--- src/rtl/alu_exec_if.sv ---
// Operand/result handshake bundle between the register-read stage, the
// execute unit and write-back. The master modport is the environment side
// (producer of operands, consumer of results); the slave modport is alu_exec.
interface alu_exec_if #(
  parameter int DATA_WIDTH = 32
);
  logic                  in_valid;
  logic                  in_ready;
  logic [3:0]            ALUctrl;
  logic [DATA_WIDTH-1:0] ALUop1;
  logic [DATA_WIDTH-1:0] ALUop2;
  logic                  out_valid;
  logic                  out_ready;
  logic [DATA_WIDTH-1:0] result;
  logic                  EQ;
  logic                  busy;

  modport master (
    output in_valid, ALUctrl, ALUop1, ALUop2, out_ready,
    input  in_ready, out_valid, result, EQ, busy
  );

  modport slave (
    input  in_valid, ALUctrl, ALUop1, ALUop2, out_ready,
    output in_ready, out_valid, result, EQ, busy
  );
endinterface

--- src/rtl/alu_exec.sv ---
// Multi-cycle execute unit: single-cycle ALU ops plus iterative shift-add
// multiply and restoring divide, behind a valid/ready handshake. The result
// and EQ flag are registered and held until the consumer takes them.
module alu_exec #(
  parameter int DATA_WIDTH  = 32,
  parameter int SHAMT_WIDTH = $clog2(DATA_WIDTH)
) (
  input logic       clk,
  input logic       rst,
  alu_exec_if.slave bus
);
  localparam int W = DATA_WIDTH;
  localparam logic [SHAMT_WIDTH-1:0] CNT_LAST = SHAMT_WIDTH'(W - 1);

  typedef enum logic [1:0] {S_IDLE, S_CALC, S_DONE} state_e;

  typedef enum logic [3:0] {
    OP_ADD, OP_SUB, OP_AND, OP_OR, OP_XOR, OP_SLT, OP_SLTU,
    OP_SLL, OP_SRL, OP_SRA, OP_MUL, OP_MULHU, OP_DIVU, OP_REMU
  } op_e;

  typedef enum logic [1:0] {K_MUL, K_MULHU, K_DIVU, K_REMU} kind_e;

  state_e                 state_q, state_d;
  logic [SHAMT_WIDTH-1:0] cnt_q, cnt_d;
  // Multiply: {partial high, remaining multiplier bits}.
  // Divide:   {partial remainder, dividend bits shifting into quotient}.
  logic [2*W-1:0]         acc_q, acc_d;
  logic [W-1:0]           opb_q, opb_d;      // multiplicand or divisor
  kind_e                  kind_q, kind_d;
  logic [W-1:0]           result_q, result_d;
  logic                   eq_q, eq_d;
  logic                   eq_pend_q, eq_pend_d;

  logic                   in_ready_w;
  logic                   accept;
  logic [W:0]             mul_sum;
  logic [W:0]             rem_sh;
  logic [W:0]             diff;
  logic [2*W-1:0]         step_acc;

  function automatic logic [W-1:0] single_op(input logic [3:0] op,
                                             input logic [W-1:0] a,
                                             input logic [W-1:0] b);
    logic [SHAMT_WIDTH-1:0] shamt;
    shamt = b[SHAMT_WIDTH-1:0];
    case (op)
      OP_ADD:  return a + b;
      OP_SUB:  return a - b;
      OP_AND:  return a & b;
      OP_OR:   return a | b;
      OP_XOR:  return a ^ b;
      OP_SLT:  return {{(W-1){1'b0}}, ($signed(a) < $signed(b))};
      OP_SLTU: return {{(W-1){1'b0}}, (a < b)};
      OP_SLL:  return a << shamt;
      OP_SRL:  return a >> shamt;
      OP_SRA:  return $unsigned($signed(a) >>> shamt);
      default: return '0;
    endcase
  endfunction

  // Synchronous reset must also block acceptance in the reset cycle itself.
  assign in_ready_w = (state_q == S_IDLE) && !rst;
  assign accept     = bus.in_valid && in_ready_w;

  // One iteration of the multiply or divide datapath.
  always_comb begin
    mul_sum = {1'b0, acc_q[2*W-1:W]} + (acc_q[0] ? {1'b0, opb_q} : '0);
    rem_sh  = {acc_q[2*W-1:W], acc_q[W-1]};
    diff    = rem_sh - {1'b0, opb_q};
    if (kind_q == K_MUL || kind_q == K_MULHU)
      step_acc = {mul_sum, acc_q[W-1:1]};
    else if (!diff[W])
      step_acc = {diff[W-1:0], acc_q[W-2:0], 1'b1};
    else
      step_acc = {rem_sh[W-1:0], acc_q[W-2:0], 1'b0};
  end

  // Next-state and datapath update for the IDLE/CALC/DONE controller.
  always_comb begin
    // NOTE: every variable gets its hold value first so no path infers a latch.
    state_d   = state_q;
    cnt_d     = cnt_q;
    acc_d     = acc_q;
    opb_d     = opb_q;
    kind_d    = kind_q;
    result_d  = result_q;
    eq_d      = eq_q;
    eq_pend_d = eq_pend_q;
    case (state_q)
      S_IDLE: begin
        if (accept) begin
          if (bus.ALUctrl inside {OP_MUL, OP_MULHU, OP_DIVU, OP_REMU}) begin
            state_d   = S_CALC;
            cnt_d     = CNT_LAST;
            acc_d     = {{W{1'b0}}, bus.ALUop1};
            opb_d     = bus.ALUop2;
            eq_pend_d = (bus.ALUop1 == bus.ALUop2);
            case (bus.ALUctrl)
              OP_MUL:   kind_d = K_MUL;
              OP_MULHU: kind_d = K_MULHU;
              OP_DIVU:  kind_d = K_DIVU;
              default:  kind_d = K_REMU;
            endcase
          end else begin
            state_d  = S_DONE;
            result_d = single_op(bus.ALUctrl, bus.ALUop1, bus.ALUop2);
            eq_d     = (bus.ALUop1 == bus.ALUop2);
          end
        end
      end
      S_CALC: begin
        acc_d = step_acc;
        cnt_d = cnt_q - SHAMT_WIDTH'(1);
        if (cnt_q == '0) begin
          state_d = S_DONE;
          cnt_d   = '0;
          eq_d    = eq_pend_q;
          // Low half holds the product low bits / quotient, high half the
          // product high bits / remainder.
          if (kind_q == K_MUL || kind_q == K_DIVU)
            result_d = step_acc[W-1:0];
          else
            result_d = step_acc[2*W-1:W];
        end
      end
      S_DONE: begin
        if (bus.out_ready) state_d = S_IDLE;
      end
      default: state_d = S_IDLE;
    endcase
  end

  // State register with synchronous reset; reset abandons any operation.
  always_ff @(posedge clk) begin
    // NOTE: non-blocking assignments keep all flops updating from pre-edge values.
    if (rst) begin
      state_q   <= S_IDLE;
      cnt_q     <= '0;
      acc_q     <= '0;
      opb_q     <= '0;
      kind_q    <= K_MUL;
      result_q  <= '0;
      eq_q      <= 1'b0;
      eq_pend_q <= 1'b0;
    end else begin
      state_q   <= state_d;
      cnt_q     <= cnt_d;
      acc_q     <= acc_d;
      opb_q     <= opb_d;
      kind_q    <= kind_d;
      result_q  <= result_d;
      eq_q      <= eq_d;
      eq_pend_q <= eq_pend_d;
    end
  end

  assign bus.in_ready  = in_ready_w;
  assign bus.out_valid = (state_q == S_DONE);
  assign bus.busy      = (state_q == S_CALC);
  assign bus.result    = result_q;
  assign bus.EQ        = eq_q;
endmodule

--- src/flat_wrapper.sv ---
// flat-port wrapper written by rule: the top's interface ports become plain ports
module alu_exec_flat 
#(
  parameter int DATA_WIDTH  = 32,
  parameter int SHAMT_WIDTH = $clog2(DATA_WIDTH)
)
  (clk, rst, bus_in_valid, bus_ALUctrl, bus_ALUop1, bus_ALUop2, bus_out_ready, bus_in_ready, bus_out_valid, bus_result, bus_EQ, bus_busy);
  alu_exec_if #(.DATA_WIDTH(DATA_WIDTH)) bus_i ();
  input logic clk;
  input logic rst;
  input wire logic [$bits(bus_i.in_valid)-1:0] bus_in_valid;
  input wire logic [$bits(bus_i.ALUctrl)-1:0] bus_ALUctrl;
  input wire logic [$bits(bus_i.ALUop1)-1:0] bus_ALUop1;
  input wire logic [$bits(bus_i.ALUop2)-1:0] bus_ALUop2;
  input wire logic [$bits(bus_i.out_ready)-1:0] bus_out_ready;
  output wire logic [$bits(bus_i.in_ready)-1:0] bus_in_ready;
  output wire logic [$bits(bus_i.out_valid)-1:0] bus_out_valid;
  output wire logic [$bits(bus_i.result)-1:0] bus_result;
  output wire logic [$bits(bus_i.EQ)-1:0] bus_EQ;
  output wire logic [$bits(bus_i.busy)-1:0] bus_busy;
  assign bus_i.in_valid = bus_in_valid;
  assign bus_i.ALUctrl = bus_ALUctrl;
  assign bus_i.ALUop1 = bus_ALUop1;
  assign bus_i.ALUop2 = bus_ALUop2;
  assign bus_i.out_ready = bus_out_ready;
  assign bus_in_ready = bus_i.in_ready;
  assign bus_out_valid = bus_i.out_valid;
  assign bus_result = bus_i.result;
  assign bus_EQ = bus_i.EQ;
  assign bus_busy = bus_i.busy;
  alu_exec #(.DATA_WIDTH(DATA_WIDTH), .SHAMT_WIDTH(SHAMT_WIDTH)) u_core (.clk(clk), .rst(rst), .bus(bus_i));
endmodule
--- config.mk ---
export PLATFORM = sky130hd
export DESIGN_NAME = alu_exec_flat
export DESIGN_NICKNAME = d
export VERILOG_FILES = /design/src/rtl/alu_exec_if.sv /design/src/rtl/alu_exec.sv /design/src/flat_wrapper.sv
export SDC_FILE = /design/constraint.sdc
export NUM_CORES = 1
export LEC_CHECK = 0
export ABC_AREA = 1
export CORE_AREA = 4 4 386 236
export DETAILED_ROUTE_END_ITERATION = 10
export DIE_AREA = 0 0 390 240
export GPL_TIMING_DRIVEN = 0
export MAX_ROUTING_LAYER = met4
export PLACE_DENSITY = 0.43
export SLEW_MARGIN = 25
export SYNTH_ARGS = -nofsm -noshare
export SYNTH_HDL_FRONTEND = slang
export SYNTH_SLANG_ARGS = --single-unit
--- constraint.sdc ---
create_clock -name clk -period 3.1 [get_ports clk]
set_input_delay 0.62 -clock clk [delete_from_list [all_inputs] [get_ports clk]]
set_output_delay 0.62 -clock clk [all_outputs]
set_load 0.05 [all_outputs]
### Word level (Yosys, flattened, before mapping)

Index checks and enable logic that the tools add are counted.

* bits in registers: 139
* input bits: 72

* $add $sub $neg: 5
* magnitude comparators: 2
* equality and inequality tests: 23
* shifts and indexed selects: 3
* muxes and demuxes: 26
* bitwise logic cells: 3
* reduce and logical (&&, ||, !) cells: 15

Operator list (count)
* one-hot mux 32 bit (10 select lines): 1
* two-way mux 64 bit: 4
* two-way mux 32 bit: 5
* one-hot mux 64 bit (2 select lines): 1
* less-than comparator 32 bit: 2
* one-hot mux 32 bit (2 select lines): 1
* adder 32 x 33 -> 33 bit: 1
* subtractor 33 x 32 -> 33 bit: 1
* adder 32 bit: 1
* bitwise AND 32 bit: 1
* == test 32 bit: 1
* OR 32 bit: 1
* << shifter 32 x 5 -> 32 bit: 1
* >> shifter 32 x 5 -> 32 bit: 1
* >>> shifter 32 x 5 -> 32 bit: 1
* subtractor 32 bit: 1
* XOR 32 bit: 1
* == test 4 bit (second input constant): 6
* == test 4 x 3 -> 1 bit (second input constant): 4
* two-way mux 5 bit: 3
* one-hot mux 2 bit (3 select lines): 2
* one-hot mux 5 bit (2 select lines): 1
* AND reduction 3 bit: 3
* == test 4 x 2 -> 1 bit (second input constant): 2
* other kinds (18): 31

### Depth between registers and ports, before layout

* depth after elaboration: 6
* gate-level depth with buffers: 22
* mapped depth without buffers: 21

### Worst setup path before layout

No wires, ideal clock.

* kind: input port to flip-flop
* from: input port bus_ALUop2[3]
* to: register u_core.result_q[0], in the netlist u_core.bus.result[0]
* arrival time: 3.003 ns
* data required time: 2.991 ns
* slack: -0.012 ns
* cell stages on the path: 22
* path buffers: 4
* path through: buf_2 inv_2 buf_2 buf_1 ha_1 buf_2 nor2_1 nand2_1 nand3_1 inv_1 nor2_1 nor2_1 o21ai_1 nand2_1 nand2_1 nor2_1 nor2_1 nand2_1 nand2_1 nand3_1 nand2_1 inv_1

* cells in the longest elaborated chain, start to end: 5
* elaborated cells between the ends (all ways): 9
* those cells by class: order compare (2); shift (3); mux (4)

RTL lines
* start, declared: RTL line flat_wrapper.sv:14 `input wire logic [$bits(bus_i.ALUop2)-1:0] bus_ALUop2;`
* less-than comparator 32 bit (tied with other cells): RTL line alu_exec.sv:54 `OP_SLTU: return {{(W-1){1'b0}}, (a < b)};`
* one-hot mux 32 bit (10 select lines) (*): RTL line alu_exec.sv:47 `case (op)`
* two-way mux 32 bit (*): RTL line alu_exec.sv:93 `if (bus.ALUctrl inside {OP_MUL, OP_MULHU, OP_DIVU, OP_REMU}) begin`
* two-way mux 32 bit (*): RTL line alu_exec.sv:92 `if (accept) begin`
* one-hot mux 32 bit (2 select lines) (*): RTL line alu_exec.sv:90 `case (state_q)`
* end signal, assigned: RTL line alu_exec.sv:152 `result_q <= result_d;`
* end, declared: RTL line alu_exec.sv:31 `logic [W-1:0] result_q, result_d;`

Mark *: on every way between the ends. The rest lies on a longest branch, timed or not. The select of a mux whose other input is x is not followed.
A chain may end at the register's enable or synchronous reset.

### Final worst setup path

* from: input port bus_ALUctrl[3]
* to: register u_core.result_q[30], in the netlist u_core.bus.result[30]

* cells in the longest elaborated chain, start to end: 5
* elaborated cells between the ends (all ways): 21
* those cells by class: eq/ne (14); mux (4); reduce/logical (3)

RTL lines
* start, declared: RTL line flat_wrapper.sv:12 `input wire logic [$bits(bus_i.ALUctrl)-1:0] bus_ALUctrl;`
* == test 4 bit (tied with other cells): RTL line alu_exec.sv:47
* one-hot mux 32 bit (10 select lines): RTL line alu_exec.sv:47
* two-way mux 32 bit: RTL line alu_exec.sv:93
* two-way mux 32 bit: RTL line alu_exec.sv:92
* one-hot mux 32 bit (2 select lines): RTL line alu_exec.sv:90

Parallel ways exist; a longest one is shown, timed or not. The select of a mux whose other input is x is not followed.

==> flow_metrics.env <==
export IMPL_outcome="finished with violations"
export IMPL_failed_checks="setup timing"
export IMPL_hold_path_class="reg -> reg"
export IMPL_ys_types=56
export IMPL_port_buffers=106
export IMPL_setup_slack_ns=-0.09611
export IMPL_yosysWarnings=0
export IMPL_fp_row_count=84
export IMPL_gp_congestion=1.089
export IMPL_cp_required_ns=3.55
export IMPL_num_vias=29300
export IMPL_fin_crit_sh_pct=103.1
export IMPL_grt_pass1_vias=24440
export IMPL_fillers=10140
export IMPL_dpl_instance_area_sq_um=24200
export IMPL_multi_input_area_sq_um=17260
export IMPL_crit_path_end_kind="register"
export IMPL_cts_hold_buf=0
export IMPL_min_to="u_core.cnt_q[4]"
export IMPL_setup_viol=11
export IMPL_root_buffer="clkbuf_16"
export IMPL_yosysSeqAreaShare_pct=12.84
export IMPL_slew_viol_final=0
export IMPL_die_h_microns=240
export IMPL_clk_latency_ns=0.50
export IMPL_fin_crit_ns=3.196
export IMPL_drv_cap=0
export IMPL_crit_path_start_kind="primary input"
export IMPL_synth_net_count=4251
export IMPL_syn_to_final_growth_pct=23.23
export IMPL_ctsLongestPathBuffers=3
export IMPL_grt_max_degree=20
export IMPL_vias_per_cell=5.479
export IMPL_r2r_end="u_core.acc_q[57]"
export IMPL_hold_slack_ns=0.4868
export IMPL_synthArstFlopShare_pct=0
export IMPL_die_w_microns=390
export IMPL_pin_count=108
export IMPL_cts_tree="built"
export IMPL_power_switching_mw=4.224
export IMPL_cts_max_level=4
export IMPL_ys_flop_type="dfxtp_1"
export IMPL_slew_headroom_pct=26.33
export IMPL_p_int_mw=4.658
export IMPL_p_comb_share_pct=49.3
export IMPL_drtPass1Iterations=6
export IMPL_crit_type="in -> reg"
export IMPL_hold_depth=2
export IMPL_crit_fanout=10
export IMPL_power_density_nw_per_um2=332.5
export IMPL_drive_gt1_share_pct=13.53
export IMPL_tightest_slew_ns=1.105
export IMPL_area_sequential_sq_um=2786
export IMPL_finalHoldViolations=0
export IMPL_r2r_start="u_core.acc_q[0]"
export IMPL_timing_fmax_ghz=0.3129
export IMPL_start_util_pct=24.85
export IMPL_syn_area_sq_um=21680
export IMPL_ant_nets=0
export IMPL_rsz0062_at_grt="yes"
export IMPL_clkPwrFrac_pct=28.6
export IMPL_post_route_drc_count=0
export IMPL_cts_buffers_inserted=25
export IMPL_finalClockSkew_ns=0.02121
export IMPL_min_from="u_core.cnt_q[4]"
export IMPL_synthCells=4010
export IMPL_routed_wl_microns=145000
export IMPL_synth_edf_count=0
export IMPL_grt_pass1_wl_microns=196100
export IMPL_clk_pin_slew_worst_paths_ns=0.06
export IMPL_ir_drop_mv=0.3551
export IMPL_power_leakage_nw=12.96
export IMPL_clock_sinks=139
export IMPL_antenna_found_initial=5
export IMPL_pwr_share_seq_pct=22.1
export IMPL_avgRoutedWirePerCell_microns=27.12
export IMPL_core_area_sq_um=87230
export IMPL_fin_area_sq_um=26710
export IMPL_gr_total_overflow=0
export IMPL_rr_worst_depth=18
export IMPL_dieArea_sq_um=93600
export IMPL_dp_slack_ns=-2.529
export IMPL_avgSynthCellArea_sq_um=5.406
export IMPL_switching_share_pct=47.55
export IMPL_drt_iter0_drc=4636
export IMPL_nets=4419
export IMPL_synth_seq_cells=139
export IMPL_grt_total_usage_pct=30.40
export IMPL_timing_setup_tns_ns=-0.4527
export IMPL_hpwl_microns=123600
export IMPL_arrival_ns=3.64
export IMPL_r2r_setup_slack_ns=0.06
-- cell usage after synthesis, types with 15 or more instances --
| cell | instances | area (sq um) |
|---|---|---|
| o21bai_1 | 19 | 142.6 |
| nand3_1 | 504 | 2522 |
| buf_2 | 63 | 315.3 |
| clkbuf_1 | 80 | 300.3 |
| dfxtp_1 | 139 | 2783 |
| nand2_2 | 15 | 93.84 |
| a21oi_1 | 266 | 1331 |
| a211oi_1 | 67 | 503.0 |
| o21ai_0 | 247 | 1236 |
| xnor2_1 | 15 | 131.4 |
| nor2_1 | 317 | 1190 |
| nand4_1 | 32 | 200.2 |
| nor3_1 | 38 | 190.2 |
| inv_1 | 541 | 2031 |
| nand2_1 | 1245 | 4673 |
| nand3b_1 | 22 | 165.2 |
| o211ai_1 | 33 | 247.7 |
| ha_1 | 165 | 2064 |
-- critical path, stage by stage --
cell and delay (ns):
clkdlybuf4s50_1 0.48, nor2_2 0.52, nand3_1 0.42, buf_2 0.38, o221ai_1 0.47, nor2_1 0.09
nand3_1 0.10, nor2_1 0.12, nand3_1 0.13, nand2_1 0.07, nand3_1 0.13, nand2_1 0.05
inv_1 0.04
-- layer usage --
metal | track usage, % | up-vias | share of wire (%)
met4 | 1.427 | 0 | 0.41
met5 | - | - | 0
met1 | 50.47 | 13970 | 52
met3 | 13.06 | 52 | 16
met2 | 31.87 | 1851 | 31
li1 | - | 13430 | -
-- repair_timing --
action,4_1_cts,5_1_grt
endpoints found under the setup margin,108,73
gates resized for setup,315,287
pin swaps,16,39
buffers inserted,12,29
cloned,0,0
-- per-stage QoR --
step / util, % / power (mW) / instances
after floorplan: - / 4.189 / 4010
after global placement: 27.73 / 5.779 / 5277
after detailed placement: 27.74 / 5.760 / 5277
after CTS: 29.46 / 8.453 / 5319
after global routing: 30.62 / 9.186 / 5346
final: 30.62 / 8.882 / 5348
-- flip-flops by register name, indices dropped and copies added (netlist names) --
name,count
u_core.bus.result,32
u_core.state_q,2
u_core.opb_q,32
u_core.kind_q,2
u_core.acc_q,64
u_core.bus.EQ,1
u_core.cnt_q,5
u_core.eq_pend_q,1
-- layout by cell type, fill, tap and decap left out, types with 10 or more instances in the layout --
cell / Yosys / final
and2_1: 11 / 11
clkbuf_2: 3 / 28
xnor2_1: 15 / 15
o21ai_2: 0 / 12
buf_2: 63 / 45
a21oi_2: 13 / 48
nand3_2: 12 / 38
a21o_1: 12 / 12
o21a_1: 14 / 14
nand2_1: 1245 / 1167
clkbuf_16: 0 / 25
o211ai_1: 33 / 33
a21oi_1: 266 / 225
nand4_1: 32 / 32
clkbuf_4: 0 / 11
buf_4: 10 / 53
a221oi_1: 12 / 12
ha_1: 165 / 155
a211oi_1: 67 / 67
clkdlybuf4s50_1: 0 / 58
nor3_1: 38 / 28
o21bai_1: 19 / 14
nand2_4: 4 / 31
o21ai_1: 10 / 33
o21ai_0: 247 / 208
or2_2: 10 / 10
inv_1: 541 / 514
nor2_1: 317 / 247
inv_2: 9 / 27
nand3b_1: 22 / 22
clkbuf_1: 80 / 57
nand3_1: 504 / 473
nand2_2: 15 / 65
nor2_2: 4 / 41
dfxtp_1: 139 / 138
dlygate4sd2_1: 0 / 25
nor2_4: 6 / 39
-- layout make-up --
cell class	count	share of cell area, %
Buffer	172	3.995
Antenna cell	3	0.02810
Multi-Input combinational cell	3140	64.60
Clock inverter	4	0.1920
Tap cell	1161	5.438
Timing Repair Buffer	147	4.923
Clock buffer	29	2.473
Inverter	553	7.916
Sequential cell	139	10.43
-- worst max path at each step --
| stage | startpoint | to | slack [ns] | depth (start not counted) |
|---|---|---|---|---|
| final | bus_ALUctrl[3] | u_core.bus.result[30] | -0.1 | 13 |
| after global routing | bus_ALUop2[3] | u_core.bus.result[30] | -0.13 | 23 |
| after CTS | u_core.acc_q[31] | u_core.bus.result[0] | -0.0009 | 21 |
| after detailed placement | bus_ALUop2[4] | u_core.bus.result[24] | -2.53 | 17 |
| after global placement | bus_ALUop2[4] | u_core.bus.result[24] | -2.62 | 17 |
| after floorplan | bus_ALUop2[3] | u_core.bus.result[0] | 0.12 | 22 |
-- logic make-up (layout without fill, tap and decap cells) --
family                   Yosys count  after routing  share of synthesized area, %
XOR/XNOR                          18             18                        0.7273
AND/OR/NAND/NOR                 2234           2234                         43.98
flip-flops                       139            139                         12.84
adder cells (fa/ha/maj)          169            169                         9.893
multiplexers                       1              1                       0.04618
other                              0              3                             0
AO/OA/AOI/OAI                    718            718                         18.96
buffers and inverters            731            905                         13.56
-- power by group through the flow --
stage / clock network, mW / registers, mW / logic, mW
3_5_place_dp: 0 / 2.00 / 3.77
3_3_place_gp: 0 / 2.00 / 3.78
6_report: 2.54 / 1.96 / 4.38
2_1_floorplan: 0 / 2.09 / 2.10
5_1_grt: 2.64 / 1.97 / 4.58
4_1_cts: 2.55 / 1.96 / 3.95
Power figures use the tool's default switching activity.
